[src/rtl/subpel_row_sequencer.sv]
// Vertical-pass row sequencer for subpixel interpolation: fetches ROWS rows per block and flags BLK result rows.
// Optional SUBPEL_STALL_CNT_EN adds a saturating 16-bit stall_cnt output counting unacknowledged fetch cycles.
module subpel_row_sequencer #(
  parameter int ROWS     = 15,
  parameter int BLK      = 8,
  parameter int PIPE_LAT = 2,
  parameter int ADDR_W   = 8
) (
  input  logic              clk,
  input  logic              rst,
  input  logic              start,
  input  logic [ADDR_W-1:0] base_row,
  output logic              busy,
  output logic              done,
  output logic              row_req,
  output logic [ADDR_W-1:0] row_addr,
  input  logic              row_ack,
  output logic              dp_load,
  output logic [3:0]        dp_sel,
  output logic              out_we,
  output logic [2:0]        out_row
`ifdef SUBPEL_STALL_CNT_EN
  ,
  output logic [15:0]       stall_cnt
`endif
);

  localparam int         DRN_W    = (PIPE_LAT > 1) ? $clog2(PIPE_LAT) : 1;
  localparam logic [3:0] LAST_ROW = 4'(ROWS - 1);
  localparam logic [3:0] TAP_OFF  = 4'(ROWS - BLK);
  localparam logic [DRN_W-1:0] DRN_LAST = DRN_W'(PIPE_LAT - 1);

  typedef enum logic [1:0] {
    IDLE  = 2'd0,
    FETCH = 2'd1,
    DRAIN = 2'd2,
    DONE  = 2'd3
  } state_t;

  state_t            state_r, state_nxt_s;
  logic [ADDR_W-1:0] base_r, base_nxt_s;
  logic [3:0]        row_cnt_r, row_cnt_nxt_s;
  logic [DRN_W-1:0]  drain_cnt_r, drain_cnt_nxt_s;
  logic [PIPE_LAT-1:0]       pipe_vld_r;
  logic [PIPE_LAT-1:0][2:0]  pipe_row_r;

  logic       row_req_s;
  logic       load_s;
  logic       busy_s;
  logic       done_s;
  logic       push_vld_s;
  logic [2:0] out_off_s;

  // Control state and block context registers.
  always_ff @(posedge clk) begin
    if (rst) begin
      state_r     <= IDLE;
      base_r      <= {ADDR_W{1'b0}};
      row_cnt_r   <= 4'd0;
      drain_cnt_r <= {DRN_W{1'b0}};
    end else begin
      state_r     <= state_nxt_s;
      base_r      <= base_nxt_s;
      row_cnt_r   <= row_cnt_nxt_s;
      drain_cnt_r <= drain_cnt_nxt_s;
    end
  end

  // Next-state and fetch-handshake decode.
  always_comb begin
    state_nxt_s     = state_r;
    base_nxt_s      = base_r;
    row_cnt_nxt_s   = row_cnt_r;
    drain_cnt_nxt_s = drain_cnt_r;
    row_req_s       = 1'b0;
    load_s          = 1'b0;
    busy_s          = 1'b0;
    done_s          = 1'b0;
    case (state_r)
      IDLE: begin
        if (start) begin
          base_nxt_s    = base_row;
          row_cnt_nxt_s = 4'd0;
          state_nxt_s   = FETCH;
        end else begin
          state_nxt_s   = IDLE;
        end
      end
      FETCH: begin
        busy_s    = 1'b1;
        row_req_s = 1'b1;
        if (row_ack) begin
          load_s = 1'b1;
          if (row_cnt_r == LAST_ROW) begin
            state_nxt_s     = DRAIN;
            drain_cnt_nxt_s = {DRN_W{1'b0}};
          end else begin
            row_cnt_nxt_s   = row_cnt_r + 4'd1;
          end
        end else begin
          state_nxt_s = FETCH;
        end
      end
      DRAIN: begin
        busy_s = 1'b1;
        if (drain_cnt_r == DRN_LAST) begin
          state_nxt_s     = DONE;
        end else begin
          drain_cnt_nxt_s = drain_cnt_r + {{(DRN_W-1){1'b0}}, 1'b1};
        end
      end
      DONE: begin
        busy_s      = 1'b1;
        done_s      = 1'b1;
        state_nxt_s = IDLE;
      end
      default: begin
        state_nxt_s = IDLE;
      end
    endcase
  end

  // Only rows past the filter's leading taps produce a result row.
  assign push_vld_s = load_s && (row_cnt_r >= TAP_OFF);
  assign out_off_s  = 3'(row_cnt_r - TAP_OFF);

  // Result-valid delay line; shifts every cycle so stalls never drop or duplicate results.
  always_ff @(posedge clk) begin
    if (rst) begin
      pipe_vld_r <= {PIPE_LAT{1'b0}};
      pipe_row_r <= {(PIPE_LAT*3){1'b0}};
    end else begin
      pipe_vld_r[0] <= push_vld_s;
      pipe_row_r[0] <= push_vld_s ? out_off_s : 3'd0;
      for (int i = 1; i < PIPE_LAT; i++) begin
        pipe_vld_r[i] <= pipe_vld_r[i-1];
        pipe_row_r[i] <= pipe_row_r[i-1];
      end
    end
  end

  assign busy     = busy_s;
  assign done     = done_s;
  assign row_req  = row_req_s;
  assign dp_load  = load_s;
  assign row_addr = row_req_s ? (base_r + ADDR_W'(row_cnt_r)) : {ADDR_W{1'b0}};
  assign dp_sel   = row_req_s ? row_cnt_r : 4'd0;
  assign out_we   = pipe_vld_r[PIPE_LAT-1];
  assign out_row  = pipe_row_r[PIPE_LAT-1];

`ifdef SUBPEL_STALL_CNT_EN
  logic [15:0] stall_cnt_r;

  // Saturating count of fetch cycles the memory left unacknowledged.
  always_ff @(posedge clk) begin
    if (rst) begin
      stall_cnt_r <= 16'd0;
    end else if ((state_r == IDLE) && start) begin
      stall_cnt_r <= 16'd0;
    end else if ((state_r == FETCH) && !row_ack && (stall_cnt_r != 16'hFFFF)) begin
      stall_cnt_r <= stall_cnt_r + 16'd1;
    end else begin
      stall_cnt_r <= stall_cnt_r;
    end
  end

  assign stall_cnt = stall_cnt_r;
`endif

endmodule

[config.mk]
export PLATFORM = sky130hd
export DESIGN_NAME = subpel_row_sequencer
export DESIGN_NICKNAME = d
export VERILOG_FILES = /design/src/rtl/subpel_row_sequencer.sv
export SDC_FILE = /design/constraint.sdc
export NUM_CORES = 1
export LEC_CHECK = 0
export BUFFER_PORTS_ARGS = -buffer_cell sky130_fd_sc_hd__buf_4
export CAP_MARGIN = 20
export CORE_AREA = 2 2 54 56
export CTS_BUF_LIST = sky130_fd_sc_hd__clkbuf_16
export DETAILED_ROUTE_END_ITERATION = 8
export DIE_AREA = 0 0 56 58
export GPL_TIMING_DRIVEN = 0
export PLACE_DENSITY_LB_ADDON = 0.1
export SKIP_CTS_REPAIR_TIMING = 1
export SYNTH_ARGS = -nofsm -noshare
export SYNTH_HDL_FRONTEND = slang
export SYNTH_SLANG_ARGS = --single-unit
[constraint.sdc]
create_clock -name clk -period 2.1 [get_ports clk]
set_input_delay 0.42 -clock clk [delete_from_list [all_inputs] [get_ports clk]]
set_output_delay 0.42 -clock clk [all_outputs]
set_load 0.01 [all_outputs]
* Yosys cells after proc, flatten, opt, wreduce, memory -nomap -nowiden
Index checks and enable logic that the tools add are counted.
** Operators by class
- Bitwise gates (word level) :: 1
- Reduce and logical (&&, ||, !) cells :: 10
- Add/sub/neg operators :: 4
- Mux-type cells :: 20
- Order comparisons :: 1
- Equality and inequality tests :: 10
** Operators by type and width (count)
- $mux 4 :: 4
- $ne 2x2->1 const B :: 5
- $mux 1 :: 9
- $add 8x4->8 :: 1
- $mux 8 :: 1
- $pmux 2 s4 :: 1
- $pmux 4 s2 :: 1
- $mux 2 :: 3
- $add 4x1->4 const B :: 1
- $eq 2x2->1 const B :: 2
- $eq 4x4->1 const B :: 1
- $ge 4x3->1 const B :: 1
- $reduce_and 2->1 :: 2
- $reduce_and 4->1 :: 1
- $reduce_bool 2->1 :: 2
- $ne 3x3->1 const B :: 1
- $reduce_and 3->1 :: 1
- $reduce_or 3->1 :: 1
- $sub 3x3->3 const B :: 1
- $eq 2x1->1 const B :: 1
- $logic_not 2->1 :: 1
- $pmux 1 s2 :: 1
- $reduce_or 2->1 :: 1
- $add 1x1->1 const B :: 1
- other kinds (2) :: 2
** Word-level totals
- Output and inout port bits :: 20
- Flip-flop bits (word level) :: 23
- Word-level logic and storage cells :: 53

* Depth between registers and ports, before layout
Gate-level depths: netlist of the first run.
- Depth after elaboration :: 5
- Mapped depth :: 6
- Mapped depth without buffers :: 6

* Worst setup path after synthesis of the first run
OpenSTA, ideal clock, no wires.
- Path kind :: reg2out
- From :: reg row_cnt_r[0]
- To :: out row_addr[6]
- Cell stages (with the launch flop) :: 7
- Data required time :: 1680 ps
- Path buffers :: 0
- Slack :: 53 ps
- Arrival time :: 1627 ps
- Cells stage by stage :: dfxtp_1 -> ha_1 -> fa_1 -> a211o_1 -> o2111ai_1 -> xor2_1 -> nor2_1
** On the way
- Longest elaborated chain between the ends :: 2
** RTL lines
- from (decl) :: RTL line 42 : logic [3:0] row_cnt_r, row_cnt_nxt_s;
- from (signal assigned) :: RTL line 64 : row_cnt_r <= row_cnt_nxt_s;
- $add 8x4->8 :: RTL line 146 : assign row_addr = row_req_s ? (base_r + ADDR_W'(row_cnt_r)) : {ADDR_W{1'b0}};
- $mux 8 :: RTL line 146
- to (decl) :: RTL line 16 : output logic [ADDR_W-1:0] row_addr,
Every way passes these cells.

* Final worst setup path of the first run
Same ends and word-level chain as after synthesis.

==> results of run 1 <==
==> report_power, final <==
part | total [mW] | internal [mW] | switching (mW)
clock | 0.413 | 0.256 | 0.156
sequential | 0.467 | 0.449 | 0.0178
combinational | 0.135 | 0.0686 | 0.0664
total | 1.01 | 0.774 | 0.241
==> layer usage <==
metal / track usage [%] / share of wire, % / vias to the layer above
li1: - / - / 522
met1: 16.3 / 44 / 473
met2: 29.2 / 51 / 24
met3: 3.57 / 4.2 / 4
met4: 5.10 / 0.92 / 0
met5: 0 / 0 / -
==> kinds of logic after synthesis <==
logic type / share of synthesized area (%)
mux: 7.20
xor+xnor: 2.97
compound gates: 14.6
buf+inv: 5.61
fa+ha+maj: 8.05
simple gates: 22.6
flops: 39.0
==> placed cells by master (no fill, tap or decap), drive strengths merged <==
cell and n:
a211o 2, a211oi 4, a21o 2, a21oi 12, and2 7, buf 39
clkbuf 5, clkinv 2, dfxtp 23, fa 1, ha 6, inv 5
mux2 1, mux2i 7, nand2 3, nand2b 2, nand3 4, nand3b 2
nor2 19, nor2b 4, nor3 1, nor3b 2, o2111ai 1, o21a 1
o21ai 5, or2 2, or2b 1, or3 3, xnor2 2, xor2 2
==> worst reg2reg max path: cells and delay by family, from the launching register on <==
family	cells	cell delay, ns
AO/OA/AOI/OAI	3	0.52
adder cells (fa/ha/maj)	1	0.15
buffers and inverters	1	0.10
flip-flops	1	0.36
AND/OR/NAND/NOR	1	0.18
==> through the flow <==
| step | cells | cell area [µm²] | TNS, ns | hold WS [ns] | total power, mW |
|---|---|---|---|---|---|
| 5_1_grt | 201 | 1640 | -0.970 | 0.407 | 1.06 |
| 3_3_place_gp | 194 | 1450 | -0.176 | 0.421 | 0.597 |
| 4_1_cts | 198 | 1530 | -1.38 | 0.398 | 1.01 |
| 6_report | 201 | 1640 | -0.606 | 0.395 | 1.01 |
| 2_1_floorplan | 132 | 1180 | 0 | 0.414 | 0.548 |
| 3_5_place_dp | 194 | 1450 | -0.186 | 0.433 | 0.600 |
==> how the worst min path moves through the flow <==
stage	endpoint	slack, ns	start	cells after the start
detailed placement	pipe_vld_r[1]	0.43	pipe_vld_r[0]	1
floorplan	out_row[0]	0.41	pipe_row_r[0]	1
global route	base_r[7]	0.41	base_row[7]	3
global placement	out_row[1]	0.42	pipe_row_r[1]	1
CTS	base_r[7]	0.40	base_row[7]	3
finish	base_r[2]	0.39	base_row[2]	3
==> area by class of cell <==
| cell class | count | area [µm²] |
|---|---|---|
| fillers | 231 | 1020 |
| multi-input cells | 96 | 728 |
| flip-flops and latches | 23 | 472 |
| repair buffers | 34 | 255 |
| clock buffers | 3 | 75.1 |
| plain buffers | 7 | 42.5 |
| well taps | 31 | 38.8 |
| inverters | 6 | 23.8 |
| clock inverters | 1 | 5.00 |
==> sequential cells by signal, summed over array words and instances, names as in the netlist, named ones only <==
| name | count |
|---|---|
| pipe_vld_r | 2 |
| base_r | 8 |
| row_cnt_r | 4 |
| state_r | 1 |
| out_row | 3 |
| pipe_row_r | 3 |
| drain_cnt_r | 1 |
==> results.py, run 1 <==
metrics = {
    "run_status": {
        "status": "finished, violations left",
        "violations": "setup timing",
    },
    "clock_network": {
        "cts_made_buffers": 3,
        "clock_latency_ns": 0.25,
        "path_clk_slew_ns": 0.06,
        "cts_max_path_buffers": 2,
        "cts_tree": "built",
        "h-tree-depth": 1,
        "cts.sinks": 23,
        "cts_root_buf": "clkbuf_16",
    },
    "setup_path": {
        "crit_end": "row_addr[6]",
        "crit_family": "adder cells",
        "cp.required_ns": 1.68,
        "cp.depth": 7,
        "crit_start": "row_cnt_r[0]",
        "r2r_end": "row_cnt_r[3]",
        "rr_worst_depth": 6,
        "worstSetupStartpointType": "flip-flop",
        "arrival_ns": 1.90,
        "rrSetupSlack_ns": 0.71,
        "critPathBufInv": 1,
        "r2r-start": "row_cnt_r[0]",
        "critPathSlowestCell": "fa_2",
        "slowest_delay_ns": 0.40,
        "cp-end-kind": "primary output",
        "crit_fanout": 5,
        "path_class": "reg -> out",
        "cp_cell_sequence": "ha_4 > fa_2 > a211o_1 > o2111ai_2 > xor2_1 > nor2_1 > buf_4",
    },
    "detailed_routing": {
        "via_count": 1023,
        "detail-route-antenna-nets": 0,
        "drtIter0Drc": 9,
        "drtPass1Iterations": 4,
        "wl_per_cell_um": 12.5,
        "drt_wl_total_um": 2510,
        "via_per_inst": 5.09,
        "route.detailed.drc": 0,
    },
    "global_routing": {
        "grt_usage_pct": 15.2,
        "grt_pass1_vias": 922,
        "grt_max_degree": 14,
        "grt_remaining_overflow": 0,
        "grt_antenna_before_repair": 0,
        "grt_pass1_wl_um": 3910,
    },
    "floorplan": {
        "fp.dieW_um": 56,
        "ioPinCount": 32,
        "fp.dieH_um": 58,
        "rows": 19,
        "dieArea_um2": 3250,
        "core_um2": 2660,
        "initial_utilization_pct": 44.4,
    },
    "pwr": {
        "leakage_nw": 0.735,
        "powerDensity_nw_per_um2": 618,
        "max-vdd-ir-drop_v": 0.000472,
    },
    "timing": {
        "hold_viol_final": 0,
        "fmax_mhz": 431,
        "finalCritPeriodShare_pct": 110,
        "finalSetupViolCount": 4,
        "rsz0062_at_grt": "yes",
        "maxSlewViolCount": 0,
        "fin_skew_ns": 0.00326,
        "worst_pin_slew_ns": 0.520,
        "slew_headroom_pct": 65.3,
        "layout_setup_ws_ns": -0.218,
        "fin_crit_ns": 2.32,
    },
    "layout": {
        "post-route-util_pct": 61.6,
        "diodes": 0,
        "syn2layout_area_growth_pct": 38.9,
        "drive_gt1_share_pct": 38.8,
        "nets": 190,
    },
    "yosys": {
        "async_reset_ff_share_pct": 0,
        "synth_most_common_cell": "dfxtp_1",
        "synthTopCellsByCount": "dfxtp_1 (23), nor2_1 (18), a21oi_1 (11)",
        "synth.area.top_cells": "dfxtp_1 (39%), ha_1 (6.4%), mux2i_1 (5.9%), nor2_1 (5.7%), a21oi_1 (4.7%)",
        "synth_area_per_cell_um2": 8.95,
        "yosys.area.top_type": "dfxtp_1",
        "ys_seq_area_share_pct": 39.0,
        "syn_inst": 132,
        "syn_area_um2": 1180,
        "netlist-cell-type-count": 36,
        "synth_top_area_share_pct": 39.0,
        "ys_ff_latch": 23,
        "synth_flop_cell": "dfxtp_1",
        "synth_nets": 151,
        "synth_edf_count": 0,
        "yosysWarnings": 0,
    },
    "place": {
        "numPortBuffers": 31,
        "gp_congestion": 0.817,
        "hpwl_um": 1780,
        "dp_slack_ns": -0.144,
    },
    "min_path": {
        "hp-class": "in -> reg",
    },
    "flow_run": {
        "max_cap_viol_count": 0,
    },
}
Power figures use the tool's default switching activity.
==> run 2: changes to the inputs <==
- ABC_CLOCK_PERIOD_IN_PS: default -> 2100
- CELL_PAD_IN_SITES_DETAIL_PLACEMENT: default -> 1
- CELL_PAD_IN_SITES_GLOBAL_PLACEMENT: default -> 1
- CORE_AREA: 2 2 54 56 -> 2 2 62 64
- DIE_AREA: 0 0 56 58 -> 0 0 64 66
==> run 2 against run 1 <==
Net effect: sequential share of layout area fell by 0.11 points; global-route usage increased by 0.53 points; the run still ends with setup timing left; utilization is 15 points lower; via count rose by 2.2%; combinational power barely moved; non-clock buffer count unchanged; clock power about the same; routed wire length up 25%; largest cell class unchanged; final area increased by 0.92%; power up 0.45%.
==> results.py, run 2 (synthesized netlist as in run 1, its figures left out) <==
metrics = {
    "floorplan": {
        "ioPinCount": 32,
        "fp.dieW_um": 64,
        "initial_utilization_pct": 33.3,
        "dieArea_um2": 4220,
        "core_um2": 3550,
        "fp.dieH_um": 66,
        "rows": 22,
    },
    "pwr": {
        "combPwrFrac_pct": 13.5,
        "p_sw_mw": 0.248,
        "leakage_nw": 0.735,
        "p_seq_share_pct": 45.8,
        "sw_frac_of_total_pct": 24.4,
        "max-vdd-ir-drop_v": 0.000242,
        "power.internal_mw": 0.771,
        "clock_power_share_pct": 40.7,
        "powerDensity_nw_per_um2": 616,
    },
    "setup_path": {
        "critPathBufInv": 1,
        "cp.required_ns": 1.68,
        "cp_cell_sequence": "ha_4 > fa_2 > a211o_1 > o2111ai_2 > xor2_1 > nor2_1 > buf_4",
        "rr_worst_depth": 7,
        "crit_fanout": 5,
        "critPathSlowestCell": "fa_2",
        "worstSetupStartpointType": "flip-flop",
        "slowest_delay_ns": 0.38,
        "path_class": "reg -> out",
        "arrival_ns": 1.91,
        "crit_family": "adder cells",
        "cp-end-kind": "primary output",
        "rrSetupSlack_ns": 0.54,
        "cp.depth": 7,
    },
    "place": {
        "hpwl_um": 2270,
        "numPortBuffers": 31,
        "gp_congestion": 0.765,
        "dp.cells": 211,
    },
    "detailed_routing": {
        "via_per_inst": 4.79,
        "drt_wl_total_um": 3130,
        "via_count": 1045,
        "detail-route-antenna-nets": 0,
        "drtIter0Drc": 30,
        "route.detailed.drc": 0,
        "wl_per_cell_um": 14.4,
        "drtPass1Iterations": 4,
    },
    "timing": {
        "slew_headroom_pct": 63.0,
        "fin_skew_ns": 0.00164,
        "layout_setup_ws_ns": -0.230,
        "finalCritPeriodShare_pct": 111,
        "tns_ns": -0.614,
        "maxSlewViolCount": 0,
        "fmax_mhz": 429,
        "worst_pin_slew_ns": 0.555,
        "hold_viol_final": 0,
        "finalSetupViolCount": 4,
        "rsz0062_at_grt": "yes",
        "fin_crit_ns": 2.33,
    },
    "layout": {
        "final_cell_mix": "buf_4 (38), nor2_1 (18), dfxtp_1 (18), a21oi_1 (9)",
        "diodes": 0,
        "fill_cells": 408,
        "multi_input_area_um2": 721,
        "top_register": "base_r",
        "ff_latch_area_um2": 474,
        "drive_gt1_share_pct": 37.6,
        "layout_commonest_cell": "buf_4",
        "syn2layout_area_growth_pct": 40.1,
        "largest_reg_flops": 8,
        "largest_registers": "base_r: 8 flops, row_cnt_r: 4 flops",
        "fin_cells": 218,
        "nets": 190,
        "post-route-util_pct": 46.6,
    },
    "clock_network": {
        "cts_made_buffers": 3,
        "path_clk_slew_ns": 0.06,
        "cts_max_path_buffers": 2,
        "h-tree-depth": 1,
        "cts_tree": "built",
        "cts_root_buf": "clkbuf_16",
        "clock_latency_ns": 0.26,
        "cts.sinks": 23,
    },
    "run_status": {
        "violations": "setup timing",
        "status": "finished, violations left",
    },
    "global_routing": {
        "grt_usage_pct": 15.7,
        "grt_antenna_before_repair": 0,
        "grt_max_degree": 13,
        "grt_remaining_overflow": 0,
        "grt_pass1_vias": 1071,
        "grt_pass1_wl_um": 5110,
    },
    "flow_run": {
        "max_cap_viol_count": 0,
    },
    "min_path": {
        "hp-class": "in -> reg",
        "whs_path_depth": 3,
    },
}
## run 2: layout make-up
cell class                 instances  area share, %
clock inverter                     1          0.227
timing repair buffer              34           15.4
clock buffer                       3           4.54
tap                               48           3.63
multi-input combinational         96           43.5
sequential                        23           28.6
buffer                             7           2.57
inverter                           6           1.44
## run 2: power by group through the flow
stage | Combinational, mW | Clock, mW | Sequential, mW
after global routing | 0.155 | 0.436 | 0.469
after detailed placement | 0.131 | 0 | 0.475
after floorplan | 0.0775 | 0 | 0.470
after CTS | 0.133 | 0.421 | 0.465
final | 0.138 | 0.415 | 0.467
after global placement | 0.126 | 0 | 0.474
## run 2: stage by stage
stage / worst slack [ns] / cell area, µm² / power (mW) / hold WS, ns
CTS: -0.510 / 1550 / 1.02 / 0.389
global route: -0.286 / 1660 / 1.06 / 0.424
detailed placement: -0.228 / 1470 / 0.606 / 0.426
floorplan: 0.0533 / 1180 / 0.548 / 0.414
finish: -0.230 / 1660 / 1.02 / 0.390
global placement: -0.163 / 1470 / 0.600 / 0.422
## run 2: worst paths after layout
path                         to           from
hold / removal        base_r[4]    base_row[4]
setup reg to reg   row_cnt_r[3]   row_cnt_r[0]
setup / recovery    row_addr[6]   row_cnt_r[0]
hold reg to reg   pipe_vld_r[1]  pipe_vld_r[0]
## run 2: layer usage
layer,GRT usage [%],vias up,wire length [µm]
met4,5.71,0,34
met3,3.07,4,95
met5,0,-,0
li1,-,524,-
met2,28.9,16,1730
met1,18.0,501,1280
## run 2: worst register-to-register path, delay by kind of cell, from the launching register on
kind	cells	cell delay [ns]
flops	1	0.36
simple gates	1	0.20
fa+ha+maj	1	0.15
buf+inv	2	0.22
compound gates	3	0.54
==> run 3: changes to the inputs <==
- HOLD_SLACK_MARGIN: default -> 0.12
- TNS_END_PERCENT: default -> 30
==> run 3 against run 2 <==
Net effect: the run still ends with setup timing left; non-clock buffer count decreased by 1; first-iteration DRC count decreased by 20%; final cell count decreased by 0.46%; critical path depth unchanged; global-route usage unchanged; via count increased by 0.38%; highest routed layer unchanged.
==> results.py, run 3 (synthesized netlist as in run 1, its figures left out) <==
metrics = {
    "run_status": {
        "status": "finished, violations left",
        "violations": "setup timing",
    },
    "layout": {
        "layout_commonest_cell": "buf_4",
        "fin_cells": 217,
        "final_cell_mix": "buf_4 (37), nor2_1 (18), dfxtp_1 (18), a21oi_1 (10)",
        "top_register": "base_r",
        "post-route-util_pct": 45.9,
        "syn2layout_area_growth_pct": 37.9,
        "largest_reg_flops": 8,
        "diodes": 0,
        "largest_registers": "base_r: 8 flops, row_cnt_r: 4 flops",
        "fill_cells": 409,
        "nets": 189,
        "drive_gt1_share_pct": 36.1,
    },
    "setup_path": {
        "r2r-start": "row_cnt_r[0]",
        "cp.required_ns": 1.68,
        "arrival_ns": 1.95,
        "cp-end-kind": "primary output",
        "path_class": "reg -> out",
        "worstSetupStartpointType": "flip-flop",
        "rr_worst_depth": 7,
        "r2r_end": "row_cnt_r[3]",
        "rrSetupSlack_ns": 0.54,
        "crit_fanout": 5,
    },
    "flow_run": {
        "max_cap_viol_count": 0,
    },
    "min_path": {
        "min_from": "base_row[4]",
        "hold_path_end": "base_r[4]",
        "hp-class": "in -> reg",
        "whs_path_depth": 3,
    },
    "detailed_routing": {
        "via_per_inst": 4.83,
        "via_count": 1049,
        "detail-route-antenna-nets": 0,
        "drtIter0Drc": 24,
        "route.detailed.drc": 0,
        "drtPass1Iterations": 4,
        "wl_per_cell_um": 14.9,
        "drt_wl_total_um": 3230,
    },
    "global_routing": {
        "grt_pass1_vias": 1071,
        "grt_remaining_overflow": 0,
        "grt_max_degree": 13,
        "grt_usage_pct": 15.7,
        "grt_antenna_before_repair": 0,
        "grt_pass1_wl_um": 5110,
    },
    "floorplan": {
        "ioPinCount": 32,
        "initial_utilization_pct": 33.3,
        "core_um2": 3550,
        "dieArea_um2": 4220,
        "fp.dieH_um": 66,
        "rows": 22,
        "fp.dieW_um": 64,
    },
    "timing": {
        "hold_viol_final": 0,
        "fin_crit_ns": 2.37,
        "rsz0062_at_grt": "yes",
        "finalSetupViolCount": 4,
        "fmax_mhz": 421,
        "layout_setup_ws_ns": -0.273,
        "slew_headroom_pct": 62.7,
        "worst_pin_slew_ns": 0.560,
        "finalCritPeriodShare_pct": 113,
        "fin_skew_ns": 0.00131,
        "tns_ns": -0.801,
        "hold_slack_ns": 0.389,
        "maxSlewViolCount": 0,
    },
    "clock_network": {
        "cts_tree": "built",
        "cts_made_buffers": 3,
        "cts_max_path_buffers": 2,
        "cts_root_buf": "clkbuf_16",
        "path_clk_slew_ns": 0.06,
        "cts.sinks": 23,
        "clock_latency_ns": 0.26,
        "h-tree-depth": 1,
    },
    "pwr": {
        "leakage_nw": 0.731,
        "powerDensity_nw_per_um2": 624,
        "p_total_mw": 1.02,
        "max-vdd-ir-drop_v": 0.000240,
    },
    "place": {
        "hpwl_um": 2270,
        "dp.cells": 211,
        "numPortBuffers": 31,
        "gp_congestion": 0.765,
    },
}
==> run 3: final cells by class <==
cell class,instances,area [µm²],share of cell area [%]
buffer,7,42.5,2.61
clock buffer,3,75.1,4.61
clock inverter,1,3.75,0.230
inverter,6,23.8,1.46
multi-input combinational,96,704,43.2
sequential,23,472,29.0
tap,48,60.1,3.69
timing repair buffer,33,248,15.2
==> run 3: metal layers <==
| layer | GRT usage [%] | up-vias | part of all wire (%) |
|---|---|---|---|
| met4 | 5.71 | 0 | 1.0 |
| met1 | 18.0 | 507 | 41 |
| met3 | 3.07 | 4 | 3.1 |
| met5 | 0 | - | 0 |
| li1 | - | 522 | - |
| met2 | 28.9 | 16 | 55 |
==> run 3: per-stage QoR <==
step	cell area (µm²)	setup WS, ns
after global placement	1470	-0.163
after CTS	1550	-0.510
final	1630	-0.273
after detailed placement	1470	-0.228
after global routing	1630	-0.330
after floorplan	1180	0.0533
==> run 3: worst max path at each step <==
stage	from	endpoint	slack [ns]	cells after the start
floorplan	row_cnt_r[0]	row_addr[6]	0.05	6
global placement	row_cnt_r[0]	row_addr[6]	-0.16	7
detailed placement	row_cnt_r[0]	row_addr[6]	-0.23	7
CTS	row_cnt_r[0]	row_addr[6]	-0.51	7
global route	row_cnt_r[0]	row_addr[6]	-0.33	7
finish	row_cnt_r[0]	row_addr[6]	-0.27	7
==> run 3: critical path: stages, from the launching register on <==
cell and delay (ns):
dfxtp_4 0.36, ha_4 0.17, fa_2 0.39, a211o_1 0.30, o2111ai_2 0.09, xor2_1 0.18
nor2_1 0.06, buf_4 0.14
==> run 3: where the power goes <==
group          switching [mW]  internal, mW
Clock                   0.158         0.254
Combinational          0.0698        0.0668
Sequential             0.0182         0.449
Total                   0.246         0.770
